--- src/rtl/fmul_pkg.sv ---
`default_nettype none
// ============================================================================
// Module   : fmul_pkg
// Purpose  : Shared constants and types for the pipelined FP32 multiplier
//            controller (pipeline depth, requester IDs, stage control record).
// Revision : 1.0  initial release
// ============================================================================
package fmul_pkg;

    // Registered stages between operand issue and the response register
    // (reg_mul_add, reg_add_normalize, response register).
    localparam int PIPE_DEPTH = 3;

    // Requester identifiers carried through the pipe.
    localparam logic REQ0 = 1'b0;
    localparam logic REQ1 = 1'b1;

    // Per-stage control record. The requester tag travels in a parallel
    // register because its width is a parameter of the top level.
    typedef struct packed {
        logic valid;
        logic id;
    } stage_ctl_t;

    localparam stage_ctl_t STAGE_EMPTY = '{valid: 1'b0, id: REQ0};

endpackage
`default_nettype wire

--- src/rtl/fmul_pipe_ctrl_arb.sv ---
`default_nettype none
// ============================================================================
// Module   : rr_arb2
// Purpose  : Two-way round-robin arbiter. A lone requester is granted
//            directly; when both request, the one not granted last wins.
//            The priority pointer moves only when the grant is accepted.
// Ports    : clk, rst      clock, synchronous active-high reset
//            i_valid[1:0]  request lines (bit n = requester n)
//            i_accept      the current grant was taken this cycle
//            o_grant[1:0]  one-hot grant (0 when nothing requests)
// Revision : 1.0  initial release
// ============================================================================
module rr_arb2
    import fmul_pkg::*;
(
    input  logic       clk,
    input  logic       rst,
    input  logic [1:0] i_valid,
    input  logic       i_accept,
    output logic [1:0] o_grant
);

    // Requester that wins a tie on the next contested cycle.
    logic r_ptr;

    always_comb begin
        o_grant = i_valid;
        if (i_valid == 2'b11) begin
            o_grant = (r_ptr == REQ1) ? 2'b10 : 2'b01;
        end
    end

    // After granting req0 the tie goes to req1 and vice versa.
    always_ff @(posedge clk) begin
        if (rst) begin
            r_ptr <= REQ0;
        end else if (i_accept) begin
            r_ptr <= o_grant[REQ0];
        end
    end

endmodule
`default_nettype wire

--- src/rtl/fmul_pipe_ctrl.sv ---
`default_nettype none
// ============================================================================
// Module   : fmul_pipe_ctrl
// Purpose  : Sequencer/arbiter for the 3-stage pipelined FP32 multiplier.
//            Shares the multiplier between two requesters (round-robin),
//            tracks valid/ID/tag per stage, drives the stage-register
//            enables and owns the response register.
// Ports    : clk, rst                 clock, synchronous active-high reset
//            reqN_valid/ready/a/b/tag requester N handshake and operands
//            flush                    discard all in-flight operations
//            dp_a, dp_b               operands to the multiplier front stage
//            en_s1, en_s2             reg_mul_add / reg_add_normalize enables
//            dp_q                     normalize-stage result
//            rsp_valid/ready/q/id/tag response handshake and payload
//            busy                     any operation in flight
//            stall_cnt                saturating count of refused-request cycles
// Revision : 1.0  initial release
// ============================================================================
module fmul_pipe_ctrl
    import fmul_pkg::*;
#(
    parameter int TAG_W = 4,
    parameter int CNT_W = 16
) (
    input  logic             clk,
    input  logic             rst,
    input  logic             req0_valid,
    output logic             req0_ready,
    input  logic [31:0]      req0_a,
    input  logic [31:0]      req0_b,
    input  logic [TAG_W-1:0] req0_tag,
    input  logic             req1_valid,
    output logic             req1_ready,
    input  logic [31:0]      req1_a,
    input  logic [31:0]      req1_b,
    input  logic [TAG_W-1:0] req1_tag,
    input  logic             flush,
    output logic [31:0]      dp_a,
    output logic [31:0]      dp_b,
    output logic             en_s1,
    output logic             en_s2,
    input  logic [31:0]      dp_q,
    output logic             rsp_valid,
    input  logic             rsp_ready,
    output logic [31:0]      rsp_q,
    output logic             rsp_id,
    output logic [TAG_W-1:0] rsp_tag,
    output logic             busy,
    output logic [CNT_W-1:0] stall_cnt
);

    stage_ctl_t       r_s1;         // reg_mul_add occupancy and owner
    stage_ctl_t       r_s2;         // reg_add_normalize occupancy and owner
    logic [TAG_W-1:0] r_tag1;
    logic [TAG_W-1:0] r_tag2;
    logic             r_v3;         // response register occupied
    logic [31:0]      r_rsp_q;
    logic             r_rsp_id;
    logic [TAG_W-1:0] r_rsp_tag;
    logic [CNT_W-1:0] r_stall_cnt;

    logic             w_out_free;
    logic             w_en_s3;
    logic             w_en_s2;
    logic             w_en_s1;
    logic [1:0]       w_grant;
    logic             w_grant_valid;
    logic             w_gid;
    logic             w_accept;
    logic             w_any_valid;
    logic [TAG_W-1:0] w_tag;

    // A stage may load whenever its current content moves on (or it is
    // empty). This lets bubbles collapse behind a stalled response.
    assign w_out_free = ~r_v3 | rsp_ready;
    assign w_en_s3    = w_out_free;
    assign w_en_s2    = ~r_s2.valid | w_out_free;
    assign w_en_s1    = ~r_s1.valid | w_en_s2;

    assign w_any_valid   = req0_valid | req1_valid;
    assign w_grant_valid = |w_grant;
    assign w_gid         = w_grant[REQ1];
    assign w_accept      = w_en_s1 & w_grant_valid & ~flush;

    rr_arb2 u_arb (
        .clk      (clk),
        .rst      (rst),
        .i_valid  ({req1_valid, req0_valid}),
        .i_accept (w_accept),
        .o_grant  (w_grant)
    );

    // Operand/tag mux follows the grant; zero when nothing is granted.
    always_comb begin
        dp_a  = '0;
        dp_b  = '0;
        w_tag = '0;
        if (w_grant[REQ0]) begin
            dp_a  = req0_a;
            dp_b  = req0_b;
            w_tag = req0_tag;
        end else if (w_grant[REQ1]) begin
            dp_a  = req1_a;
            dp_b  = req1_b;
            w_tag = req1_tag;
        end
    end

    always_ff @(posedge clk) begin
        if (rst) begin
            r_s1      <= STAGE_EMPTY;
            r_s2      <= STAGE_EMPTY;
            r_tag1    <= '0;
            r_tag2    <= '0;
            r_v3      <= 1'b0;
            r_rsp_q   <= '0;
            r_rsp_id  <= REQ0;
            r_rsp_tag <= '0;
        end else begin
            if (w_en_s1) begin
                r_s1.valid <= w_accept;
                r_s1.id    <= w_gid;
                r_tag1     <= w_tag;
            end
            if (w_en_s2) begin
                r_s2   <= r_s1;
                r_tag2 <= r_tag1;
            end
            if (w_en_s3) begin
                r_v3      <= r_s2.valid;
                r_rsp_q   <= dp_q;
                r_rsp_id  <= r_s2.id;
                r_rsp_tag <= r_tag2;
            end
            // Flush overrides any shift: every occupancy bit drops at once.
            if (flush) begin
                r_s1.valid <= 1'b0;
                r_s2.valid <= 1'b0;
                r_v3       <= 1'b0;
            end
        end
    end

    // Counts cycles with a pending request that was refused; held during
    // flush and saturating at all-ones.
    always_ff @(posedge clk) begin
        if (rst) begin
            r_stall_cnt <= '0;
        end else if (!flush && w_any_valid && !w_accept && (r_stall_cnt != {CNT_W{1'b1}})) begin
            r_stall_cnt <= r_stall_cnt + 1'b1;
        end
    end

    assign req0_ready = w_accept & w_grant[REQ0];
    assign req1_ready = w_accept & w_grant[REQ1];
    assign en_s1      = w_en_s1;
    assign en_s2      = w_en_s2;
    assign rsp_valid  = r_v3;
    assign rsp_q      = r_rsp_q;
    assign rsp_id     = r_rsp_id;
    assign rsp_tag    = r_rsp_tag;
    assign busy       = r_s1.valid | r_s2.valid | r_v3;
    assign stall_cnt  = r_stall_cnt;

endmodule
`default_nettype wire

--- config.mk ---
export PLATFORM = sky130hd
export DESIGN_NAME = fmul_pipe_ctrl
export DESIGN_NICKNAME = d
export VERILOG_FILES = /design/src/rtl/fmul_pkg.sv /design/src/rtl/fmul_pipe_ctrl_arb.sv /design/src/rtl/fmul_pipe_ctrl.sv
export SDC_FILE = /design/constraint.sdc
export NUM_CORES = 1
export LEC_CHECK = 0
export CAP_MARGIN = 20
export CORE_MARGIN = 8
export CORE_UTILIZATION = 34
export CTS_CLUSTER_SIZE = 8
export DETAILED_ROUTE_END_ITERATION = 12
export PLACE_DENSITY = 0.86
export SLEW_MARGIN = 25
export SYNTH_ARGS = -nofsm -noshare
export SYNTH_HDL_FRONTEND = slang
export SYNTH_SLANG_ARGS = --single-unit
--- constraint.sdc ---
create_clock -name clk -period 2.6 [get_ports clk]
set_input_delay 0.26 -clock clk [delete_from_list [all_inputs] [get_ports clk]]
set_output_delay 0.26 -clock clk [all_outputs]
set_load 0.02 [all_outputs]
Yosys cells after proc, flatten, opt, wreduce, memory -nomap -nowiden
Cells that the tools add are included.

Bits in registers: 67. Latch bits: 0. Memory bits (writable): 0. Bits in read-only memories: 0. Input port bits: 174. Output and inout port bits: 123. Logic and storage cells: 44. Memories: 0.

$add $sub $neg: 1. $mul: 0. Divide/modulo/power cells: 0. Magnitude comparators: 0. Equality and inequality tests: 2. Shift operators: 0. Muxes and demuxes: 8. Bitwise logic cells: 14. Reductions and logical operators: 7.

Operators with widths (count): 2-to-1 mux 32 bit (4); adder 16 x 1 -> 16 bit, second input constant (1); != test 16 bit, second input constant (1); 2-to-1 mux 4 bit (2); OR 1 bit (6); AND 1 bit (4); 2-to-1 mux 2 bit (2); NOT 1 bit (4); OR reduction 2 bit (2); logical AND 1 bit (3); equality test 2 bit, second input constant (1); zero test 1 bit (2).

Longest topological paths before layout
Word-level depth: 9. Gate-level depth with buffers: 7. Depth with buffers taken out: 5.

Modules after synthesis
From an unflattened synthesis, not the netlist that was laid out.

Cells, all modules: 420. Area, all modules: 3370.7 µm².

By module, submodules not included: fmul_pipe_ctrl (times used 1, cells each 413, area an instance 3303.2 µm², sequential area each 1321.3 µm²); rr_arb2 (times used 1, cells each 7, area an instance 67.6 µm², sequential area each 20.0 µm²).

Worst setup path before layout
No wires, ideal clock.

Kind: input-to-output. From: input port req1_valid. To: output port dp_a[21]. Arrival: 1641 ps. Data required time: 2340 ps. Slack: 699 ps. Stages on the path: 7. Path buffers: 4. Cells stage by stage: clkbuf_1 -> nand2_1 -> and2_1 -> clkbuf_1 -> clkbuf_1 -> clkbuf_1 -> a22o_1.

Word-level cells in the longest chain between the ends: 4.

RTL lines: start, declared (line fmul_pipe_ctrl.sv:32) `input logic req1_valid,`; equality test 2 bit (line fmul_pipe_ctrl_arb.sv:28) `if (i_valid == 2'b11) begin`; 2-to-1 mux 2 bit * (line fmul_pipe_ctrl_arb.sv:28); 2-to-1 mux 32 bit (line fmul_pipe_ctrl.sv:102) `end else if (w_grant[REQ1]) begin`; 2-to-1 mux 32 bit * (line fmul_pipe_ctrl.sv:98) `if (w_grant[REQ0]) begin`; end, declared (line fmul_pipe_ctrl.sv:38) `output logic [31:0] dp_a,`.

Every way passes the cells marked *; elsewhere a longest branch is shown, timed or not.

Final worst setup path
From: input port req0_valid. To: output port dp_b[11].

Word-level cells in the longest chain between the ends: 4.

RTL lines: start, declared (line fmul_pipe_ctrl.sv:27) `input logic req0_valid,`; equality test 2 bit (line fmul_pipe_ctrl_arb.sv:28); 2-to-1 mux 2 bit * (line fmul_pipe_ctrl_arb.sv:28); 2-to-1 mux 32 bit (line fmul_pipe_ctrl.sv:102); 2-to-1 mux 32 bit * (line fmul_pipe_ctrl.sv:98); end, declared (line fmul_pipe_ctrl.sv:39) `output logic [31:0] dp_b,`.

Marked as above.

==> reports/results.ini <==
[route]
drc=0
ant_nets=0
dr.pass1.iters=4
finalWirelength_um=17000
vias_per_cell=5.19
drt_first_iter_violations=228
vias=4338
wire_per_inst_um=20.4

[clock_network]
clk_latency_ns=0.33
numCtsBuffers=9
ctsResizeCount=0
clockBufferDepth=2
clkSlewWorstSetupHoldPaths_ns=0.07
ctsRootBufferMaster=clkbuf_8
cts_sinks=67
cts_tree=built
ctsHtreeMaxLevel=3
cts-hold-fix-buffers=0
cts_setup_buffers=0

[power]
power_density_mw_per_mm2=430
switching_share_pct=27.3
seqPwrFrac_pct=38.0
vdd_drop_max_uv=213
p_leak_nw=2.56
comb_power_share_pct=31.1
p_int_mw=2.08
switchingPower_mw=0.781
power_frac_clock_pct=30.9

[synthesis]
synth.net_count=588
synth_cell_type_count=35
syn_inst=413
synth_edf_count=0
yosysWarnings=0
avgSynthCellArea_um2=8.00
synth-main-ff-cell=dfxtp_1
synth_area_mm2=0.00330
synth_seq_cells=67
synthArstFlopShare_pct=0
yosysSeqAreaShare_pct=40.6

[global_route]
grt_pass1_vias=4448
antenna_found_initial=0
grt_start_max_net_pins=55
grt_first_pass_wirelength_um=24900
track_usage_pct=24.8
grt_remaining_overflow=0

[sta]
clock.fmax_ghz=0.400
hold_violations=0
slew_violations=0
finClkSkew_ns=0.00722
setup_tns_ns=0
rsz0062_at_grt=false
fin_crit_ns=2.50
timing.final.ws_setup_ns=0.0988
max-slew-margin-rel_pct=52.6
tightestPinTransition_ns=0.705
holdWs_ns=0.375
fin_crit_sh_pct=96.2
setup_viol=0

[final_layout]
fin_util_pct=69.4
layout-drive-gt1-share_pct=5.97
fin_area_mm2=0.00666
area_growth_pct=101
fillCellCount=751
antenna-diode-count=0
nets=873

[placed_design]
globalplace.congestion=0.927
port_buffers=296
dpl_cell_area_mm2=0.00644
dp_hpwl_um=13800
post-place-ws_ns=0.109

[critical_path]
critPathMaxFanout=31
worstPathCellList=clkdlybuf4s50_1, and2_2, buf_4, a22o_1, clkdlybuf4s50_1
path_class=in -> out
path_common_cell=clkdlybuf4s50_1
slowest_delay_ns=0.62
cp.arrival_ns=2.24
critPathLaunchType=input pin
required_ns=2.34
crit_path_end_kind=output pin
crit_path_top_delay_cell=clkdlybuf4s50_1

[hold_path]
hold_path_class=in -> reg

[floorplan]
io_pins=297
die_h_um=115
dieArea_mm2=0.0131
start_util_pct=34.4
fp-row-count=36
core_area_mm2=0.00959
die_w_um=115

[status]
status=finished clean

[job]
cap_violations=0

-- Yosys cell counts (2+ instances only) --
master    count  share of area, %
nand2_1      95                11
dfxtp_1      67                41
a22o_1       64                17
a21oi_1      60               9.1
clkbuf_1     29               3.3
nand3_1      13               2.0
o31ai_1      11               2.5
or4_1        11               2.5
nor2_1        7              0.80
buf_2         5              0.76
inv_1         5              0.57
nand4_1       5              0.95
o21ai_0       5              0.76
or3_1         5              0.95
a311oi_1      4               1.1
and3_1        3              0.57
nor3_1        3              0.45
and2_1        2              0.38
buf_1         2              0.23
nor4_1        2              0.38
-- flip-flops by register name, summed over array words and instances (netlist names) --
| name | cells |
|---|---|
| rsp_q | 32 |
| r_tag1 | 4 |
| rsp_id | 1 |
| stall_cnt | 16 |
| rsp_tag | 4 |
| rsp_valid | 1 |
| r_s1 | 2 |
| r_tag2 | 4 |
| u_arb.r_ptr | 1 |
| r_s2 | 2 |
-- worst max-delay path, delay by kind of cell --
| kind | cells | cell delay [ns] |
|---|---|---|
| AND/OR/NAND/NOR | 1 | 0.24 |
| AO/OA/AOI/OAI | 1 | 0.21 |
| buffers and inverters | 3 | 1.53 |
-- cells by family after synthesis --
family          Yosys count  synth area share, %
fa+ha+maj                 1                0.379
simple gates            155                 22.5
mux                       1                0.303
buf+inv                  41                 4.85
compound gates          148                 31.4
flops                    67                 40.6
-- metal layers --
metal | track usage (%) | wire length (um) | share of wire, % | vias to the layer above
met5 | 0 | 0 | 0 | -
met4 | 7.99 | 333 | 2.0 | 0
met3 | 12.3 | 1990 | 12 | 20
met2 | 45.1 | 8980 | 53 | 182
met1 | 23.7 | 5720 | 34 | 2045
li1 | - | - | - | 2091
-- per-stage QoR --
stage | cells | power (mW)
5_1_grt | 836 | 2.99
3_3_place_gp | 820 | 1.99
3_5_place_dp | 820 | 2.00
4_1_cts | 836 | 2.89
2_1_floorplan | 413 | 1.44
6_report | 836 | 2.86
-- area by class of cell --
| type | count | area (um2) | share of cell area [%] |
|---|---|---|---|
| Clock buffer | 11 | 151 | 2.27 |
| Clock inverter | 5 | 60.1 | 0.902 |
| Inverter | 5 | 18.8 | 0.282 |
| Multi-Input combinational cell | 305 | 1820 | 27.4 |
| Sequential cell | 67 | 1340 | 20.2 |
| Tap cell | 133 | 166 | 2.50 |
| Timing Repair Buffer | 310 | 3100 | 46.5 |
-- power by group through the flow --
stage	clock network, mW	registers [mW]	logic, mW
final	0.883	1.09	0.890
after global routing	0.960	1.09	0.944
after CTS	0.906	1.09	0.895
after detailed placement	0	1.11	0.887
after global placement	0	1.11	0.882
after floorplan	0	1.14	0.295
-- path summary, 6_finish.rpt --
check	from	end	slack, ns	cells past startpoint
setup / recovery	req0_valid	dp_b[11]	0.1	5
hold / removal	rst	rsp_q[13]$_SDFFE_PP0P_	0.37	2
setup reg to reg	stall_cnt[2]$_SDFFE_PP0P_	stall_cnt[15]$_SDFFE_PP0P_	0.69	4
hold reg to reg	rsp_tag[0]$_SDFFE_PP0P_	rsp_tag[0]$_SDFFE_PP0P_	0.45	2
-- cells in the final DEF (no fill, tap or decap), types with 7 or more instances in the layout --
master / count
a21oi_1: 60
a22o_1: 64
buf_4: 13
clkbuf_8: 11
clkdlybuf4s50_1: 293
dfxtp_1: 67
nand2_1: 95
nand3_1: 13
nor2_1: 7
o31ai_1: 11
or4_1: 11
Power figures use the tool's default switching activity.
